$ cat config.mk
export PLATFORM = sky130hd
export DESIGN_NAME = seg_extra_encoder
export DESIGN_NICKNAME = d
export VERILOG_FILES = /design/src/rtl/seg_extra_encoder.sv
export SDC_FILE = /design/constraint.sdc
export NUM_CORES = 1
export LEC_CHECK = 0
export BUFFER_PORTS_ARGS = -buffer_cell sky130_fd_sc_hd__buf_2
export CORE_MARGIN = 1
export CORE_UTILIZATION = 56
export DETAILED_ROUTE_END_ITERATION = 8
export GPL_ROUTABILITY_DRIVEN = 0
export GPL_TIMING_DRIVEN = 0
export PLACE_DENSITY = 0.77
export SLEW_MARGIN = 10
export SYNTH_ARGS = -nofsm -noshare
export SYNTH_HDL_FRONTEND = slang
export SYNTH_SLANG_ARGS = --single-unit
$ cat constraint.sdc
create_clock -name clk -period 2.35 [get_ports clk]
set_input_delay 0.1175 -clock clk [delete_from_list [all_inputs] [get_ports clk]]
set_output_delay 0.1175 -clock clk [all_outputs]
set_load 0.03 [all_outputs]
$ cat src/rtl/seg_extra_encoder.sv
// Encodes stable glyphs on an active-low 7-segment bus back into 2-bit
// state codes (E=00, S=01, dash=11) and presents them over valid/ready.
module seg_extra_encoder #(
  parameter int unsigned STABLE_CYCLES = 4,
  parameter int unsigned CNT_W         = 3,
  parameter int unsigned DROP_W        = 4
) (
  input  logic              clk,
  input  logic              rst_n,
  input  logic [7:0]        seg_in,
  output logic [1:0]        code_out,
  output logic              code_err,
  output logic              code_valid,
  input  logic              code_ready,
  output logic [DROP_W-1:0] drop_cnt
);

  localparam logic [7:0]       SEG_E     = 8'h86;
  localparam logic [7:0]       SEG_S     = 8'h92;
  localparam logic [7:0]       SEG_DASH  = 8'hBF;
  localparam logic [7:0]       SEG_BLANK = 8'hFF;
  localparam logic [CNT_W-1:0] CNT_MAX   = CNT_W'(STABLE_CYCLES - 1);

  typedef enum logic {IDLE, PEND} state_t;

  state_t            state, state_n;
  logic [7:0]        seg_q, cand, last;
  logic [CNT_W-1:0]  cnt;
  logic              stable_c, event_c;
  logic [1:0]        enc_code_c;
  logic              enc_err_c;
  logic [1:0]        code_out_n;
  logic              code_err_n, code_valid_n;
  logic [DROP_W-1:0] drop_cnt_n;

  // A pattern fires once when it has been held long enough and differs from
  // the last accepted pattern; blank only re-arms the detector.
  assign stable_c = (cnt == CNT_MAX) && (seg_q == cand) && (cand != last);
  assign event_c  = stable_c && (cand != SEG_BLANK);

  always_comb begin
    enc_code_c = 2'b00;
    enc_err_c  = 1'b0;
    case (cand)
      SEG_E:    enc_code_c = 2'b00;
      SEG_S:    enc_code_c = 2'b01;
      SEG_DASH: enc_code_c = 2'b11;
      default:  enc_err_c  = 1'b1;
    endcase
  end

  // Sampling and stability tracking.
  always_ff @(posedge clk or negedge rst_n) begin
    if (!rst_n) begin
      seg_q <= SEG_BLANK;
      cand  <= SEG_BLANK;
      last  <= SEG_BLANK;
      cnt   <= '0;
    end else begin
      seg_q <= seg_in;
      if (seg_q != cand) begin
        cand <= seg_q;
        cnt  <= '0;
      end else if (cnt != CNT_MAX) begin
        cnt <= cnt + CNT_W'(1);
      end
      if (stable_c) last <= cand;
    end
  end

  // Handshake next-state and output values.
  always_comb begin
    state_n    = state;
    code_out_n = code_out;
    code_err_n = code_err;
    drop_cnt_n = drop_cnt;
    case (state)
      IDLE: begin
        if (event_c) begin
          state_n    = PEND;
          code_out_n = enc_code_c;
          code_err_n = enc_err_c;
        end
      end
      PEND: begin
        if (code_ready) begin
          if (event_c) begin
            code_out_n = enc_code_c;
            code_err_n = enc_err_c;
          end else begin
            state_n = IDLE;
          end
        end else if (event_c && (drop_cnt != '1)) begin
          drop_cnt_n = drop_cnt + DROP_W'(1);
        end
      end
      default: state_n = IDLE;
    endcase
    code_valid_n = (state_n == PEND);
  end

  always_ff @(posedge clk or negedge rst_n) begin
    if (!rst_n) begin
      state      <= IDLE;
      code_out   <= 2'b00;
      code_err   <= 1'b0;
      code_valid <= 1'b0;
      drop_cnt   <= '0;
    end else begin
      state      <= state_n;
      code_out   <= code_out_n;
      code_err   <= code_err_n;
      code_valid <= code_valid_n;
      drop_cnt   <= drop_cnt_n;
    end
  end

endmodule

Word level (Yosys, flattened, before mapping)
Index checks and enable logic that the tools add are counted.
W data, S select, Z words.
{ "totals": {"reg_bits": 35, "inputBits": 11, "output_inout_bits": 8, "word_cells": 43} }
{ "op_classes": {"add_sub_neg": 2, "eq_ne": 11, "n_mux": 13, "bitwise": 2, "reduce_logical": 7} }
{ "op_table": {"columns": ["operator", "n"], "rows": [
  ["$eq A8 B8 Y1 const B", 3],
  ["$ne A8 B8 Y1", 2],
  ["$eq A8 B8 Y1", 1],
  ["$ne A8 B8 Y1 const B", 1],
  ["$pmux W2 S2", 2],
  ["$mux W3", 2],
  ["$mux W1", 5],
  ["$add A4 B1 Y4 const B", 1],
  ["$logic_and A1 B1 Y1", 4],
  ["$mux W2", 2],
  ["$ne A4 B4 Y1 const B", 1],
  ["$pmux W1 S2", 2],
  ["$add A3 B1 Y3 const B", 1],
  ["$eq A3 B2 Y1 const B", 1],
  ["$ne A3 B2 Y1 const B", 1],
  ["$reduce_and A3 Y1", 1],
  ["$reduce_or A3 Y1", 1],
  ["$ne A2 B2 Y1 const B", 1],
  ["$not A1 Y1", 2],
  ["$reduce_bool A2 Y1", 1]
]} }

Longest topological paths before layout
Gate-level depths: netlist (run 1).
{ "logic_depth": {"word_depth": 7, "ltp_mapped": 7, "ltp_nobuf": 5} }

Worst setup path after synthesis (run 1)
OpenSTA, ideal clock, no wires.
{ "synth_path": {"path_type": "flip-flop to flip-flop", "startpoint": "reg cand[3]", "endpoint": "reg code_err", "setup_time_ps": 125, "t_arrival_ps": 1811, "t_required_ps": 2225, "path_slack_ps": 415, "path_stages_with_launch": 7, "n_path_buf": 1, "synth_period_minus_slack_ps": 1935, "cell_sequence": "dfstp_2 > buf_2 > xor2_1 > nor4_4 > o2111ai_2 > nor3b_2 > mux2_2"} }
{ "synth_between": {"elab_chain_len": 7, "word_cells_on_any_way": 14, "cone_classes": "eq/ne (6); mux (4); reduce/logical (4)"} }
{ "synth_rtl": {"columns": ["item", "line", "rtl"], "rows": [
  ["start: declaration", "27", "logic [7:0] seg_q, cand, last;"],
  ["start signal: assignment", "62", "cand <= seg_q;"],
  ["branches (longest 4 deep; another with $eq A8 B8 Y1)", null, null],
  ["$mux W1 *", "79, 87", null],
  ["$mux W1", "86", "if (code_ready) begin"],
  ["$pmux W1 S2 *", "77", "case (state)"],
  ["end signal: assignment", "112", "code_err <= code_err_n;"],
  ["end: declaration", "12", "output logic code_err,"]
]} }
Mark *: on every way between the ends. The select of a mux whose other input is x is not followed.
A chain may end at the register's enable or synchronous reset.

Worst setup path in the final report (run 1)
{ "layout_path": {"startpoint": "reg cand[0]", "endpoint": "reg code_out[1]"} }
{ "layout_between": {"elab_chain_len": 7, "word_cells_on_any_way": 12, "cone_classes": "eq/ne (5); mux (4); reduce/logical (3)"} }
{ "layout_rtl": {"columns": ["item", "line", "rtl"], "rows": [
  ["$eq A8 B8 Y1", "38", "assign stable_c = (cnt == CNT_MAX) && (seg_q == cand) && (cand != last);"],
  ["$logic_and A1 B1 Y1 (2 in a row)", "38", null],
  ["$logic_and A1 B1 Y1", "39", "assign event_c = stable_c && (cand != SEG_BLANK);"],
  ["$mux W2 *", "79, 87", null],
  ["$mux W2", "86", null],
  ["$pmux W2 S2 *", "77", null],
  ["end signal: assignment", "111", "code_out <= code_out_n;"],
  ["end: declaration", "11", "output logic [1:0] code_out,"]
]} }
Every way passes the cells marked *; elsewhere a longest branch is shown, timed or not. The select of a mux whose other input is x is not followed.

==> results of run 1 <==
-- stage by stage --
step / total power (uW) / std cells
floorplan: 690.7 / 120
global placement: 716.1 / 168
detailed placement: 719.0 / 168
CTS: 1092 / 185
global route: 1130 / 185
finish: 1078 / 185
-- flip-flops by register name (all words and copies together), names as in the netlist --
signal / cells
cand: 8
last: 8
seg_q: 8
drop_cnt: 4
cnt: 3
code_out: 2
code_err: 1
state: 1
-- layout by cell type, fill, tap and decap left out, types with 2 or more instances in the layout --
master	Yosys	layout
nor3_1	3	3
dfstp_2	24	24
mux2_2	11	11
nand2_1	4	4
inv_1	3	3
or3_1	2	2
nand3_1	2	2
nor2_1	7	7
dfrtp_1	11	11
xnor2_1	8	8
ha_1	3	3
a21oi_1	3	3
nor4_4	2	2
clkbuf_8	0	2
dlygate4sd3_1	0	9
buf_2	3	21
o21ai_0	2	2
or4_1	2	2
nand4_1	3	3
clkbuf_4	0	5
xor2_1	12	12
clkbuf_1	8	9
-- how the worst max path moves through the flow --
stage / startpoint / end / slack, ps / cells past startpoint
6_report: cand[0]$_DFFE_PN1P_ / code_out[1]$_DFFE_PN0P_ / 200 / 6
5_1_grt: cand[0]$_DFFE_PN1P_ / code_out[0]$_DFFE_PN0P_ / 80 / 6
4_1_cts: cand[0]$_DFFE_PN1P_ / code_out[1]$_DFFE_PN0P_ / 190 / 6
3_5_place_dp: cand[0]$_DFFE_PN1P_ / code_out[0]$_DFFE_PN0P_ / 200 / 6
3_3_place_gp: cand[0]$_DFFE_PN1P_ / code_out[1]$_DFFE_PN0P_ / 240 / 6
2_1_floorplan: cand[3]$_DFFE_PN1P_ / code_err$_DFFE_PN0P_ / 410 / 6
-- power breakdown --
group,internal [uW],total (uW),switching [uW]
Combinational,37.2,78.5,41.2
Clock,176,359,183
Sequential,629,641,12.5
Total,842,1080,237
-- logic make-up (layout without fill, tap and decap cells) --
group / Yosys count / after routing / share of synthesized area [%]
flops: 35 / 35 / 58.48
simple gates: 27 / 27 / 11.23
xor+xnor: 20 / 20 / 11.31
buf+inv: 15 / 50 / 4.362
mux: 12 / 12 / 8.643
compound gates: 8 / 8 / 3.553
fa+ha+maj: 3 / 3 / 2.424
-- layout make-up --
class	instances	area (um^2)	share of cell area (%)
clock buffers	8	68.82	3.749
well taps	30	37.54	2.045
plain buffers	12	56.30	3.067
repair buffers	27	180.2	9.816
inverters	3	11.26	0.6135
multi-input cells	70	575.6	31.36
flip-flops and latches	35	905.9	49.35
-- worst register-to-register path: cells and delay by family (launching register included) --
family                    cells  cell delay [ps]
DFF                           1              520
and+or+nand+nor               2              610
buffers and inverters         1              180
muxes                         1              380
AOI/OAI and AO/OA             1              230
xor gates and xnor gates      1              120
-- layer usage --
layer / GRT usage [%] / share of wire [%]
met4: 8.547 / 1.2
met3: 8.889 / 5.0
met5: 0 / 0
met2: 33.53 / 52
met1: 22.62 / 41
==> impl_metrics.json, run 1 <==
{
  "routed_wl_mm": 2.517,
  "ant_nets": 0,
  "crit-reg2reg-launch": "cand[0]$_DFFE_PN1P_",
  "rows": 18,
  "synth.avg_cell_area_um2": 12.91,
  "power_leakage_uw": 0.0008145,
  "cap_violations": 0,
  "cp-start-kind": "register",
  "critical_path.top_delay_family": "simple AND/OR/NAND/NOR gates",
  "grt_pass1_vias": 938,
  "core_mm2": 0.002545,
  "vias": 984,
  "crit_chain": "buf_2 -> xor2_1 -> nor4_4 -> o2111ai_2 -> nor3b_2 -> mux2_2",
  "r2r-end": "code_out[1]$_DFFE_PN0P_",
  "drc": 0,
  "cts_max_level": 2,
  "ios": 19,
  "synth_fp_nets": 134,
  "hold_viol": 0,
  "p_per_area_mw_per_mm2": 587.5,
  "yosysWarnings": 0,
  "clock_sinks": 35,
  "fmax_ghz": 0.4652,
  "min_path_cells": 3,
  "cts_hold_buf": 9,
  "critPathKind": "register to register",
  "synth.yosys.seq_area_share_pct": 58.48,
  "io_buffers": 18,
  "cp.buffers_inverters": 1,
  "start_util_pct": 60.87,
  "cts_resized": 0,
  "dp_hpwl_mm": 1.759,
  "synth_area_leader_cell": "dfstp_2",
  "fin_nets": 168,
  "synth_area_mm2": 0.001549,
  "antenna_found_initial": 0,
  "grt_max_degree": 36,
  "fin_crit_ps": 2149,
  "relSlewSlack_pct": 51.28,
  "synthTopCellsByArea": "dfstp_2 (41%), dfrtp_1 (18%), mux2_2 (8.0%), xor2_1 (6.8%), xnor2_1 (4.5%)",
  "cp_slowest_cell": "dfstp_2",
  "critPathArrivalTime_ps": 2370,
  "finalCritPeriodShare_pct": 91.47,
  "tns_ps": 0,
  "rsz0062_at_grt": "false",
  "clockBufferDepth": 2,
  "ys_ff_latch": 35,
  "status": "completed",
  "grt-ovfl-total": 0,
  "viasPerCell": 5.319,
  "setup_viol_count_final": 0,
  "endpoint_kind": "register",
  "post_cts_buffers": 0,
  "crit_path_max_incr_delay_ps": 520,
  "cts_root_buf": "clkbuf_4",
  "hp-class": "input port to register",
  "yosys.area.top_type_share_pct": 40.71,
  "die_x_um": 54.60,
  "clkLatencyLatePin_ps": 330,
  "grt_first_pass_wirelength_mm": 4.008,
  "synth_commonest_cells": "dfstp_2 (24), xor2_1 (12), dfrtp_1 (11), mux2_2 (11)",
  "hold_end": "state$_DFF_PN0_",
  "nFillCells": 188,
  "n_antenna_cell": 0,
  "placed_cell_area_mm2": 0.001677,
  "fin_area_mm2": 0.001836,
  "yosys_most_used_dff": "dfstp_2",
  "synth_most_common_cell": "dfstp_2",
  "final_core_util_pct": 72.12,
  "r2r_slack_ps": 200,
  "areaGrowthSynthToFinish_pct": 18.50,
  "worst_pin_slew_ps": 730.7,
  "synth_edf_count": 0,
  "clock_skew_ps": 8.618,
  "finalWorstSetupSlack_ps": 200.5,
  "grt_use_total_pct": 20.33,
  "dp_slack_ps": 198.1,
  "drive_gt1_share_pct": 43.87,
  "vdd_ir_drop_max_v": 0.0004771,
  "worstPathRequired_ps": 2570,
  "die-area_mm2": 0.002981,
  "clkTransAtPathRegs_ps": 100,
  "firstDrtPassIters": 4,
  "synth-async-reset-ratio_pct": 100.0,
  "wire_per_inst_um": 13.61,
  "hp-start": "code_ready",
  "drtIter0Drc": 10,
  "finalMaxSlewViolations": 0,
  "cts_tree": "yes",
  "hold-worst-slack_ps": 107.8,
  "numCtsBuffers": 5,
  "path_max_fanout": 7,
  "r2r_cells": 6,
  "synthCells": 120,
  "fp.dieH_um": 54.60,
  "ys_types": 26
}
Note: power is estimated with default switching activity, not from simulation.
==> run 2, diff against run 1 <==
- CORE_UTILIZATION: 56 -> 59
- CTS_BUF_LIST: unset -> sky130_fd_sc_hd__clkbuf_4
- PLACE_DENSITY: 0.77 -> 0.81
- SLEW_MARGIN: 10 -> unset
==> impl_metrics.json, run 2 (same netlist as run 1, synthesis figures left out) <==
{
  "areaGrowthSynthToFinish_pct": 17.77,
  "clockPowerShare_pct": 31.4,
  "clock_skew_ps": 10.06,
  "finalWorstSetupSlack_ps": 191.6,
  "min_path_cells": 3,
  "cts_resized": 0,
  "numCtsBuffers": 5,
  "drtIter0Drc": 9,
  "drive_gt1_share_pct": 44.52,
  "die-area_mm2": 0.002835,
  "viasPerCell": 5.292,
  "p_int_uw": 805.5,
  "relSlewSlack_pct": 50.69,
  "r2r_cells": 6,
  "critPathKind": "register to register",
  "fin_crit_ps": 2158,
  "nFillCells": 180,
  "n_antenna_cell": 0,
  "dp_slack_ps": 193.9,
  "placed_cell_area_mm2": 0.001677,
  "cts_max_level": 2,
  "p_per_area_mw_per_mm2": 575.7,
  "firstDrtPassIters": 4,
  "drc": 0,
  "die_x_um": 53.24,
  "clockBufferDepth": 2,
  "fin_nets": 168,
  "cap_violations": 0,
  "status": "completed",
  "core_mm2": 0.002477,
  "grt_first_pass_wirelength_mm": 4.057,
  "endpoint_kind": "register",
  "finalMaxSlewViolations": 0,
  "critPathArrivalTime_ps": 2390,
  "pwr-share-comb_pct": 7.5,
  "wire_per_inst_um": 13.78,
  "hp-class": "input port to register",
  "rsz0062_at_grt": "false",
  "grt-ovfl-total": 0,
  "reg_top3": "cand (8), last (8), seg_q (8)",
  "ant_nets": 0,
  "post_cts_buffers": 0,
  "vias": 979,
  "hold_viol": 0,
  "fp.dieH_um": 53.24,
  "cts_root_buf": "clkbuf_4",
  "cts_tree": "yes",
  "worst_pin_slew_ps": 739.7,
  "final_cell_mix": "dfstp_2 (24), buf_2 (21), xor2_1 (12), mux2_2 (11), dfrtp_1 (11)",
  "finalCritPeriodShare_pct": 91.85,
  "clkLatencyLatePin_ps": 340,
  "power_frac_seq_pct": 61.0,
  "setup_viol_count_final": 0,
  "rows": 18,
  "fmax_ghz": 0.4633,
  "grt_use_total_pct": 22.24,
  "final_common_cell": "dfstp_2",
  "fin_area_mm2": 0.001824,
  "clkTransAtPathRegs_ps": 100,
  "ios": 19,
  "vdd_ir_drop_max_v": 0.0005488,
  "power_leakage_uw": 0.0008120,
  "grt_pass1_vias": 932,
  "grt_max_degree": 36,
  "path_max_fanout": 7,
  "worstPathRequired_ps": 2580,
  "io_buffers": 18,
  "start_util_pct": 62.53,
  "antenna_found_initial": 0,
  "p_sw_uw": 244.8,
  "clock_sinks": 35,
  "dp_hpwl_mm": 1.810,
  "switching_share_pct": 23.31,
  "routed_wl_mm": 2.550,
  "cp-start-kind": "register",
  "tns_ps": 0
}
-- run 2: cell types whose count changed in the layout (fill, tap and decap cells not counted), sizes merged --
cell	delta
clkinv	+1
clkbuf	-1
-- run 2: worst max-delay path, cell delays in order (launching register included) --
cell	delay (ps)
dfstp_2	520
buf_2	170
xor2_1	120
nor4_4	280
o2111ai_2	260
nor3b_2	330
mux2_2	380
-- run 2: worst paths after layout --
kind / from / to / slack, ps
hold / removal: code_ready / state$_DFF_PN0_ / 130
setup reg to reg: cand[3]$_DFFE_PN1P_ / code_out[0]$_DFFE_PN0P_ / 190
max in group asynchronous: rst_n / cnt[2]$_DFFE_PN0P_ / 1530
min in group asynchronous: rst_n / state$_DFF_PN0_ / 360
hold reg to reg: seg_q[1]$_DFF_PN1_ / cand[1]$_DFFE_PN1P_ / 440
setup / recovery: cand[3]$_DFFE_PN1P_ / code_out[0]$_DFFE_PN0P_ / 190
-- run 2: metrics by stage --
stage / hold WS, ps / utilization, % / power (uW) / std cells
2_1_floorplan: -178.1 / - / 690.7 / 120
3_3_place_gp: 203.8 / 67.68 / 715.7 / 168
3_5_place_dp: 215.7 / 67.68 / 719.6 / 168
4_1_cts: 120.2 / 73.64 / 1059 / 185
5_1_grt: 149.0 / 73.64 / 1103 / 185
6_report: 128.3 / 73.64 / 1050 / 185
-- run 2: layout make-up --
cell class | count | area (um^2) | share of cell area, %
well taps | 30 | 37.54 | 2.058
plain buffers | 12 | 56.30 | 3.086
repair buffers | 27 | 180.2 | 9.877
flip-flops and latches | 35 | 905.9 | 49.66
multi-input cells | 70 | 575.6 | 31.55
clock buffers | 7 | 52.55 | 2.881
clock inverters | 1 | 5.005 | 0.2743
inverters | 3 | 11.26 | 0.6173
-- run 2: metal layers --
| layer | share of wire [%] | track usage (%) | wire length (um) |
|---|---|---|---|
| met2 | 54 | 38.75 | 1375 |
| met1 | 39 | 21.51 | 992 |
| met4 | 2.7 | 13.60 | 68 |
| met3 | 4.5 | 8.908 | 114 |
| met5 | 0 | 0 | 0 |
-- run 2: power by group through the flow --
stage	clock [uW]	combinational, uW	sequential (uW)
floorplan	0	42.2	648
global placement	0	65.5	650
detailed placement	0	68.6	651
CTS	338	80.1	641
global route	372	87.3	643
finish	330	79.1	641
-- run 2: repair_timing --
action / CTS / global route
endpoints found under the hold margin: 19 / 0
setup endpoints to repair: 0 / 0
hold buffers: 9 / 0
==> run 3, diff against run 2 <==
- CELL_PAD_IN_SITES_DETAIL_PLACEMENT: unset -> 0
- CELL_PAD_IN_SITES_GLOBAL_PLACEMENT: unset -> 1
- CORE_UTILIZATION: 59 -> 48
- PLACE_DENSITY: 0.81 -> unset
- PLACE_DENSITY_LB_ADDON: unset -> 0.1
==> impl_metrics.json, run 3 (same netlist as run 1, synthesis figures left out) <==
{
  "path_max_fanout": 7,
  "p_per_area_mw_per_mm2": 566.2,
  "grt_use_total_pct": 16.70,
  "grt-ovfl-total": 0,
  "hold_viol": 0,
  "wire_per_inst_um": 11.84,
  "fin_nets": 168,
  "die_x_um": 58.81,
  "ant_nets": 0,
  "ios": 19,
  "viasPerCell": 4.769,
  "fin_crit_ps": 2133,
  "clkLatencyLatePin_ps": 340,
  "fin_area_mm2": 0.001841,
  "final_cell_mix": "dfstp_2 (24), buf_2 (21), xor2_1 (12), mux2_2 (11), dfrtp_1 (11)",
  "antenna_found_initial": 0,
  "fp.dieH_um": 58.81,
  "routed_wl_mm": 2.356,
  "cts_tree": "yes",
  "grt_first_pass_wirelength_mm": 4.015,
  "core_mm2": 0.003053,
  "areaGrowthSynthToFinish_pct": 18.82,
  "start_util_pct": 50.74,
  "grt_pass1_vias": 906,
  "relSlewSlack_pct": 50.69,
  "drc": 0,
  "cts_root_buf": "clkbuf_4",
  "rsz0062_at_grt": "false",
  "vias": 949,
  "numCtsBuffers": 5,
  "critPathKind": "register to register",
  "endpoint_kind": "register",
  "worst_pin_slew_ps": 739.6,
  "post_cts_buffers": 0,
  "finalWorstSetupSlack_ps": 217.2,
  "rows": 20,
  "reg_top3": "cand (8), last (8), seg_q (8)",
  "final_common_cell": "dfstp_2",
  "grt_max_degree": 36,
  "finalMaxSlewViolations": 0,
  "critPathArrivalTime_ps": 2370,
  "hp-class": "input port to register",
  "cts_max_level": 2,
  "crit_start": "cand[3]$_DFFE_PN1P_",
  "clockBufferDepth": 2,
  "io_buffers": 18,
  "crit-reg2reg-launch": "cand[3]$_DFFE_PN1P_",
  "fmax_ghz": 0.4689,
  "drtIter0Drc": 16,
  "placed_cell_area_mm2": 0.001694,
  "cap_violations": 0,
  "finalCritPeriodShare_pct": 90.76,
  "drive_gt1_share_pct": 44.52,
  "worstPathRequired_ps": 2590,
  "hold-worst-slack_ps": 93.19,
  "clock_sinks": 35,
  "clock_skew_ps": 4.994,
  "hp-start": "code_ready",
  "dp_slack_ps": 192.8,
  "tns_ps": 0,
  "power_leakage_uw": 0.0008075,
  "n_antenna_cell": 0,
  "die-area_mm2": 0.003458,
  "setup_viol_count_final": 0,
  "status": "completed",
  "vdd_ir_drop_max_v": 0.0004098,
  "firstDrtPassIters": 4,
  "clkTransAtPathRegs_ps": 110,
  "dp_hpwl_mm": 1.692,
  "cp-start-kind": "register"
}
==> run 3: cell types whose count changed in the layout (fill, tap and decap cells not counted) <==
cell	before	now
clkbuf_4	7	5
clkinvlp_4	0	1
inv_4	0	1
==> run 3: layer usage <==
layer	share of wire, %	global-route usage (%)	vias to the layer above
met5	0	0	-
met4	3.1	11.22	0
met3	3.9	4.615	7
met2	49	28.08	22
met1	44	18.34	454
li1	-	-	466
==> run 3: layout make-up <==
class	instances	area [um^2]
Multi-Input combinational cell	70	575.6
Inverter	3	11.26
Buffer	12	56.30
Clock buffer	5	37.54
Sequential cell	35	905.9
Clock inverter	3	18.77
Tap cell	44	55.05
Fill cell	269	1212
Timing Repair Buffer	27	180.2
==> run 3: final timing paths <==
check	slack (ps)	depth (start not counted)	to
max	220	6	code_out[1]$_DFFE_PN0P_
min	90	3	state$_DFF_PN0_
max reg2reg	220	6	code_out[1]$_DFFE_PN0P_
min reg2reg	460	1	cand[2]$_DFFE_PN1P_
max in group asynchronous	1520	2	code_out[1]$_DFFE_PN0P_
min in group asynchronous	360	2	state$_DFF_PN0_
==> run 3: through the flow <==
| stage | utilization, % | cells | power, uW |
|---|---|---|---|
| 4_1_cts | 60.29 | 199 | 1061 |
| 3_5_place_dp | 55.49 | 182 | 719.5 |
| 5_1_grt | 60.29 | 199 | 1088 |
| 2_1_floorplan | - | 120 | 690.7 |
| 3_3_place_gp | 55.49 | 182 | 717.7 |
| 6_report | 60.29 | 199 | 1042 |
==> run 3: critical path, cell delays in order, from the launching register on <==
cell and delay [ps]:
dfstp_2 530, buf_2 170, xor2_1 120, nor4_4 270
o2111ai_2 240, nor3b_2 330, mux2_2 370
==> run 3: report_power, final <==
group | switching, uW | internal, uW | total [uW]
clock network | 208 | 115 | 323
registers | 12.6 | 629 | 641
logic | 40.4 | 37.2 | 77.6
==> run 3: repair_timing <==
action | 4_1_cts | 5_1_grt
resized for setup | 0 | 0
hold buffers | 9 | 0
endpoints found under the hold margin | 19 | 0
